===== config.mk =====
export PLATFORM = sky130hd
export DESIGN_NAME = led_freq_limiter
export DESIGN_NICKNAME = d
export VERILOG_FILES = /design/src/rtl/led_freq_limiter.sv
export SDC_FILE = /design/constraint.sdc
export NUM_CORES = 1
export LEC_CHECK = 0
export ABC_CLOCK_PERIOD_IN_PS = 1520
export BUFFER_PORTS_ARGS = -buffer_cell sky130_fd_sc_hd__clkbuf_2
export CAP_MARGIN = 20
export CELL_PAD_IN_SITES_DETAIL_PLACEMENT = 2
export CELL_PAD_IN_SITES_GLOBAL_PLACEMENT = 2
export CORE_AREA = 2 2 39 41
export DETAILED_ROUTE_END_ITERATION = 16
export DIE_AREA = 0 0 41 43
export GPL_TIMING_DRIVEN = 0
export PLACE_DENSITY = 0.6
export SETUP_SLACK_MARGIN = 0.02
export SLEW_MARGIN = 20
export SYNTH_ARGS = -nofsm -noshare
export SYNTH_HDL_FRONTEND = slang
export SYNTH_SLANG_ARGS = --single-unit

===== constraint.sdc =====
create_clock -name i_clk -period 1.52 [get_ports i_clk]
set_clock_uncertainty 0.15 [all_clocks]
set_input_delay 0.228 -clock i_clk [delete_from_list [all_inputs] [get_ports i_clk]]
set_output_delay 0.228 -clock i_clk [all_outputs]
set_load 0.01 [all_outputs]

===== src/rtl/led_freq_limiter.sv =====
// LED driver that only lets its output change on ticks of a free-running divider, spaced by HOLD ticks.
// Optional macro LED_FREQ_CAPTURE_EN latches short request pulses so each one produces a visible change.
module led_freq_limiter #(
   parameter int   CNT_WIDTH = 8,
   parameter int   HOLD      = 1,
   parameter logic INIT      = 1'b0
) (
   input  logic i_clk,
   input  logic i_rst,
   input  logic i_led,
   output logic o_led,
   output logic o_stb,
   output logic o_clk
);

   localparam int HW = (HOLD > 1) ? $clog2(HOLD) : 1;
   localparam logic [CNT_WIDTH-1:0] CNT_MAX = '1;
   localparam logic [HW-1:0] HOLD_LOAD = HW'(HOLD - 1);

   logic [CNT_WIDTH-1:0] cnt_reg;
   logic                 stb_reg;
   logic                 led_reg;
   logic                 led_next;
   logic [HW-1:0]        hold_reg;
   logic [HW-1:0]        hold_next;
   logic                 want_level;

   // Free-running divider; the tick is registered so it lands one clock after the wrap value.
   always_ff @(posedge i_clk or posedge i_rst) begin
      if (i_rst) begin
         cnt_reg <= '0;
         stb_reg <= 1'b0;
      end else begin
         cnt_reg <= cnt_reg + CNT_WIDTH'(1);
         stb_reg <= (cnt_reg == CNT_MAX);
      end
   end

`ifdef LED_FREQ_CAPTURE_EN
   logic pending_reg;
   logic pending_next;
   logic pending_eff;

   // A mismatch seen this very cycle counts toward the current tick's decision.
   assign pending_eff = pending_reg | (i_led != led_reg);
   assign want_level  = pending_eff ? ~led_reg : led_reg;

   always_ff @(posedge i_clk or posedge i_rst) begin
      if (i_rst) begin
         pending_reg <= 1'b0;
      end else begin
         pending_reg <= pending_next;
      end
   end
`else
   assign want_level = i_led;
`endif

   always_comb begin
      led_next  = led_reg;
      hold_next = hold_reg;
`ifdef LED_FREQ_CAPTURE_EN
      pending_next = pending_eff;
`endif
      if (stb_reg) begin
         if (hold_reg != '0) begin
            hold_next = hold_reg - HW'(1);
         end else begin
            led_next = want_level;
            if (want_level != led_reg) begin
               hold_next = HOLD_LOAD;
            end
`ifdef LED_FREQ_CAPTURE_EN
            pending_next = 1'b0;
`endif
         end
      end
   end

   always_ff @(posedge i_clk or posedge i_rst) begin
      if (i_rst) begin
         led_reg  <= INIT;
         hold_reg <= '0;
      end else begin
         led_reg  <= led_next;
         hold_reg <= hold_next;
      end
   end

   assign o_led = led_reg;
   assign o_stb = stb_reg;
   assign o_clk = cnt_reg[CNT_WIDTH-1];

endmodule


==> results.json, run 1 <==
{
  "status": "finished clean",
  "start_util": 0.279,
  "worst-setup-path-type": "reg -> out",
  "multiInputGateArea_um2": 129,
  "crit_path_top_delay_cell": "dfrtp_1",
  "routed_via_density": 4.49,
  "crit_arrival_ns": 0.80,
  "grt.overflow.total": 0,
  "max_stage_delay_ns": 0.40,
  "rsz0062_at_grt": "no",
  "critPathTopFamily": "flip-flops",
  "power_switching_mw": 0.0827,
  "grt_pass1_vias": 283,
  "num_rows": 14,
  "ir_drop_uv": 373,
  "largest_reg_flops": 8,
  "gr-usage-all-layers": 0.109,
  "reg2reg_to": "cnt_reg[4]",
  "end_kind": "primary output",
  "drive_gt1_frac": 0.256,
  "path_cells": "clkbuf_2",
  "fp.dieH_um": 43,
  "fillers": 157,
  "clk_path_buf_depth": 2,
  "p_seq_frac": 0.601,
  "cts_resized": 0,
  "clk_latency_ns": 0.26,
  "critPathLaunchType": "flop",
  "synth_cell_types": 12,
  "cts.sinks": 10,
  "dr.pass1.iters": 2,
  "drtIter0Drc": 2,
  "die-area_mm2": 0.00176,
  "fmax_ghz": 0.852,
  "cts_htree_levels": 1,
  "die_x_um": 41,
  "synth.avg_cell_area_um2": 12.9,
  "ys_warn_count": 0,
  "worstRegToRegCells": 3,
  "max_slew_margin": 0.756,
  "cts_inserted_buffers": 3,
  "hold_viol": 0,
  "p_int_mw": 0.361,
  "min_period_ns": 1.17,
  "syn_inst": 30,
  "worstMarginPinSlew_ns": 0.365,
  "vias": 247,
  "grt_pass1_wl_um": 1210,
  "p_per_area_mw_per_mm2": 955,
  "drt.antenna.violating_nets": 0,
  "period_share": 0.772,
  "yosysSeqAreaShare": 0.647,
  "hpwlAfterDp_um": 537,
  "hold_depth": 2,
  "drv_cap": 0,
  "io_buffers": 5,
  "pwr-share-clk": 0.379,
  "cts_tree": "built",
  "synthesis.nets": 34,
  "diodes": 0,
  "setup_tns_ns": 0,
  "cts.clk_slew.worst_paths_ns": 0.06,
  "worst-path-buf-inv": 1,
  "cts_root_buf": "clkbuf_4",
  "holdCritPathClass": "in -> reg",
  "core_mm2": 0.00138,
  "nets": 45,
  "cp_max_fo": 3,
  "area_delta_synth_final_pct": 20.1,
  "post-place-ws_ns": 0.364,
  "setup_slack_ns": 0.347,
  "ys_seq_elements": 10,
  "p_leak_nw": 0.230,
  "hold_end": "o_led",
  "antenna_found_initial": 0,
  "totalWireLength_um": 676,
  "crit_required_ns": 1.14,
  "hold_ws_ns": 0.0592,
  "grt_max_degree": 11,
  "route.detailed.drc": 0,
  "pwr-share-comb": 0.021,
  "finalSetupViolations": 0,
  "seq_area_um2": 250,
  "syn_area_um2": 387,
  "hp-start": "i_led",
  "maxSlewViolCount": 0,
  "switching_share": 0.187,
  "wl_per_cell_um": 12.3,
  "rrSetupSlack_ns": 0.35,
  "reg2reg_from": "cnt_reg[0]",
  "gp_congestion": 0.710,
  "ios": 6
}
-- what timing repair did --
action                    4_1_cts  5_1_grt
hold endpoints to repair       10        0
hold buffers                    1        0
setup buffers                   0        0
-- layout make-up --
cell class | count | area share
inverter | 2 | 0.0162
sequential | 10 | 0.539
clock buffer | 3 | 0.0485
multi-input combinational | 18 | 0.278
timing repair buffer | 6 | 0.0755
tap | 16 | 0.0431
-- layer usage --
metal	global-route usage	wire length [um]	vias up
li1	-	-	115
met4	0.0600	0	0
met2	0.169	372	7
met5	0	0	-
met3	0.0628	47	0
met1	0.107	256	125
-- kinds of logic (layout without fill, tap and decap cells) --
group / Yosys count / after routing / synth area share
adder cells (fa/ha/maj): 1 / 1 / 0.0324
XOR/XNOR: 6 / 6 / 0.136
AND/OR/NAND/NOR: 10 / 10 / 0.136
buffers and inverters: 2 / 11 / 0.0194
flip-flops: 10 / 10 / 0.647
multiplexers: 1 / 1 / 0.0291
-- layout by cell type, fill, tap and decap left out --
master	n
nand4_1	1
xor2_1	3
nand3_2	1
and3_1	1
dfrtp_1	10
nor2_1	3
xnor2_1	3
clkbuf_4	3
mux2_2	1
clkbuf_2	5
nand2_1	1
ha_1	1
nand3_1	3
dlygate4sd3_1	1
inv_1	2
-- power groups by stage --
stage	combinational (mW)	clock, mW	sequential (mW)
after floorplan	0.00412	0	0.271
after detailed placement	0.00789	0	0.271
after global placement	0.00747	0	0.271
final	0.00920	0.168	0.266
after CTS	0.00991	0.181	0.266
after global routing	0.0111	0.197	0.266
-- synth_stat cells, drive strengths merged --
library cell,count,area share
and3,1,0.016
xnor2,3,0.068
xor2,3,0.068
mux2,1,0.029
nand2,1,0.0097
ha,1,0.032
dfrtp,10,0.65
nand3,4,0.065
nand4,1,0.016
nor2,3,0.029
inv,2,0.019
-- worst max path at each step --
stage                           from    endpoint  slack, ns  cells after the start
after CTS                 cnt_reg[7]       o_clk       0.33                      1
final                     cnt_reg[7]       o_clk       0.35                      1
after floorplan           cnt_reg[0]  cnt_reg[6]       0.45                      3
after global placement    cnt_reg[0]  cnt_reg[6]       0.39                      3
after detailed placement  cnt_reg[0]  cnt_reg[4]       0.36                      3
after global routing      cnt_reg[0]  cnt_reg[6]       0.28                      3
-- through the flow --
stage               utilization  instance area (um2)  power [mW]  cells
detailed placement        0.312                  432       0.279     51
global placement          0.312                  432       0.279     51
finish                    0.335                  464       0.443     55
floorplan                     -                  387       0.275     30
global route              0.335                  464       0.474     55
CTS                       0.335                  464       0.457     55
Note: power is estimated with default switching activity, not from simulation.
==> run 2, diff against run 1 <==
--- a/config.mk
+++ b/config.mk
@@ -5,16 +5,17 @@
 export SDC_FILE = /design/constraint.sdc
 export NUM_CORES = 1
 export LEC_CHECK = 0
-export ABC_CLOCK_PERIOD_IN_PS = 1520
+export ABC_AREA = 1
+export ABC_CLOCK_PERIOD_IN_PS = 1200
 export BUFFER_PORTS_ARGS = -buffer_cell sky130_fd_sc_hd__clkbuf_2
 export CAP_MARGIN = 20
 export CELL_PAD_IN_SITES_DETAIL_PLACEMENT = 2
 export CELL_PAD_IN_SITES_GLOBAL_PLACEMENT = 2
-export CORE_AREA = 2 2 39 41
+export CORE_MARGIN = 2
+export CORE_UTILIZATION = 31
 export DETAILED_ROUTE_END_ITERATION = 16
-export DIE_AREA = 0 0 41 43
 export GPL_TIMING_DRIVEN = 0
-export PLACE_DENSITY = 0.6
+export PLACE_DENSITY = 0.67
 export SETUP_SLACK_MARGIN = 0.02
 export SLEW_MARGIN = 20
 export SYNTH_ARGS = -nofsm -noshare
==> constraint.sdc (replaced) <==
create_clock -name i_clk -period 1.2 [get_ports i_clk]
set_clock_uncertainty 0.15 [all_clocks]
set_input_delay 0.18 -clock i_clk [delete_from_list [all_inputs] [get_ports i_clk]]
set_output_delay 0.18 -clock i_clk [all_outputs]
set_load 0.01 [all_outputs]
==> results.json, run 2 <==
{
  "area_delta_synth_final_pct": 32.5,
  "synthXorXnorAreaFrac": 0.0633,
  "end_kind": "flop",
  "synth.avg_cell_area_um2": 9.89,
  "maxSlewViolCount": 0,
  "setup_slack_ns": 0.0316,
  "syn_area_um2": 415,
  "rsz0062_at_grt": "yes",
  "cts_root_buf": "clkbuf_4",
  "synth_area_leaders": "dfrtp_1, nand2_1, inv_1",
  "crit_required_ns": 1.19,
  "p_seq_frac": 0.601,
  "async_flop_share": 1.00,
  "start_util": 0.327,
  "synth_ff_type": "dfrtp_1",
  "synthesis.nets": 46,
  "synth_simple_gate_area_share": 0.208,
  "synth_edf_count": 0,
  "min_period_ns": 1.17,
  "yosysSeqAreaShare": 0.602,
  "switching_share": 0.186,
  "most-common-layout-cells": "nand2_1, dfrtp_1, inv_1, clkbuf_2",
  "setup_tns_ns": 0,
  "ys_top_cells_by_count": "nand2_1, dfrtp_1, inv_1",
  "synth_top_family_by_area": "simple AND/OR/NAND/NOR gates",
  "cts.sinks": 10,
  "holdCritPathClass": "in -> reg",
  "pwr-share-clk": 0.377,
  "antenna_found_initial": 0,
  "io_buffers": 5,
  "clk_path_buf_depth": 2,
  "wl_per_cell_um": 12.3,
  "yosys.area.top_type_share": 0.602,
  "yosys.area_share.adder": 0.0301,
  "synth.most_common_cell": "nand2_1",
  "drv_cap": 0,
  "max_slew_margin": 0.743,
  "fillers": 136,
  "post-route-cell-area_um2": 551,
  "totalWireLength_um": 851,
  "critPathLaunchType": "flop",
  "die_x_um": 40.6,
  "synth_compound_area_frac": 0.0241,
  "p_int_mw": 0.457,
  "clk_latency_ns": 0.25,
  "gr-usage-all-layers": 0.129,
  "final_common_cell": "nand2_1",
  "hold_viol": 0,
  "routed_via_density": 4.45,
  "cp_max_fo": 2,
  "route.detailed.drc": 0,
  "grt_pass1_wl_um": 1330,
  "synth_cell_types": 12,
  "crit_arrival_ns": 1.16,
  "synth_mux_area_frac": 0.0271,
  "multiInputGateArea_um2": 181,
  "cts.clk_slew.worst_paths_ns": 0.06,
  "drt.antenna.violating_nets": 0,
  "cts_inserted_buffers": 3,
  "ios": 6,
  "p_per_area_mw_per_mm2": 1020,
  "ys_warn_count": 0,
  "fmax_ghz": 0.856,
  "cts_htree_levels": 1,
  "grt.overflow.total": 0,
  "grt_max_degree": 11,
  "largest_reg_flops": 8,
  "finalSetupViolations": 0,
  "drive_gt1_frac": 0.352,
  "grt_pass1_vias": 326,
  "status": "finished clean",
  "core_mm2": 0.00127,
  "cts_tree": "built",
  "die-area_mm2": 0.00165,
  "vias": 307,
  "hpwlAfterDp_um": 653,
  "ys_seq_elements": 10,
  "gp_congestion": 0.695,
  "drtIter0Drc": 2,
  "seq_area_um2": 251,
  "period_share": 0.974,
  "diodes": 0,
  "p_leak_nw": 0.267,
  "worst-setup-path-type": "reg -> reg",
  "worstMarginPinSlew_ns": 0.385,
  "ir_drop_uv": 453,
  "p_total_mw": 0.561,
  "nets": 60,
  "fp.dieH_um": 40.6,
  "hold_ws_ns": 0.0145,
  "syn_inst": 42,
  "pwr-share-comb": 0.022,
  "num_rows": 13,
  "placed_area_um2": 459,
  "post-place-ws_ns": -0.0391,
  "power_switching_mw": 0.104,
  "dr.pass1.iters": 2,
  "yosys.area.top_type": "dfrtp_1"
}
run 2: changes by cell type after synthesis, sizes merged:
cell	previous run	this run
xnor2	3	2
nand4	1	0
nand3	4	3
xor2	3	1
and3	1	0
o21ai	0	2
inv	2	5
nand2	1	12
nor2	3	5
run 2: path summary, 6_finish.rpt:
kind                             from    endpoint  slack (ns)  cells past startpoint
max                        cnt_reg[1]  cnt_reg[7]        0.03                      6
min                             i_led       o_led        0.01                      2
max reg2reg                cnt_reg[1]  cnt_reg[7]        0.03                      6
min reg2reg                     o_led       o_led        0.36                      1
max in group asynchronous       i_rst  cnt_reg[3]        0.32                      3
min in group asynchronous       i_rst  cnt_reg[1]        0.29                      3
run 2: area by class of cell:
cell class | instances | area share
Sequential cell | 10 | 0.457
Multi-Input combinational cell | 27 | 0.330
Timing Repair Buffer | 9 | 0.105
Clock buffer | 3 | 0.0409
Inverter | 5 | 0.0341
Tap cell | 15 | 0.0341
run 2: what timing repair did:
action	in CTS	in global routing
setup endpoints to repair	2	4
hold buffers	1	0
hold endpoints to repair	10	0
resized for setup	2	8
pin swaps	0	2
buffers inserted	2	1
run 2: stage by stage:
stage,util,instances
finish,0.434,69
global route,0.434,69
CTS,0.401,68
detailed placement,0.362,62
global placement,0.362,62
floorplan,-,42
run 2: power groups by stage:
stage | registers [mW] | clock network (mW) | logic [mW]
finish | 0.337 | 0.212 | 0.0121
global route | 0.337 | 0.241 | 0.0144
CTS | 0.337 | 0.223 | 0.0126
detailed placement | 0.343 | 0 | 0.0101
global placement | 0.343 | 0 | 0.00946
floorplan | 0.343 | 0 | 0.00522
run 2: routing by layer:
| metal | vias to the layer above | GRT usage | routed length [um] |
|---|---|---|---|
| li1 | 153 | - | - |
| met3 | 0 | 0.0333 | 22 |
| met5 | - | 0 | 0 |
| met2 | 5 | 0.202 | 442 |
| met4 | 0 | 0.0750 | 0 |
| met1 | 149 | 0.156 | 386 |
run 2: cell families after synthesis:
| logic type | count (synthesis) |
|---|---|
| flip-flops | 10 |
| AND/OR/NAND/NOR | 20 |
| multiplexers | 1 |
| XOR/XNOR | 3 |
| buffers and inverters | 5 |
| AO/OA/AOI/OAI | 2 |
| adder cells (fa/ha/maj) | 1 |
run 2: worst max-delay path: stages (launching register included):
cell     delay [ns]
dfrtp_1        0.40
buf_4          0.14
nand2_1        0.05
nor2_2         0.13
nand2_1        0.07
nand2_1        0.06
nand2_1        0.05
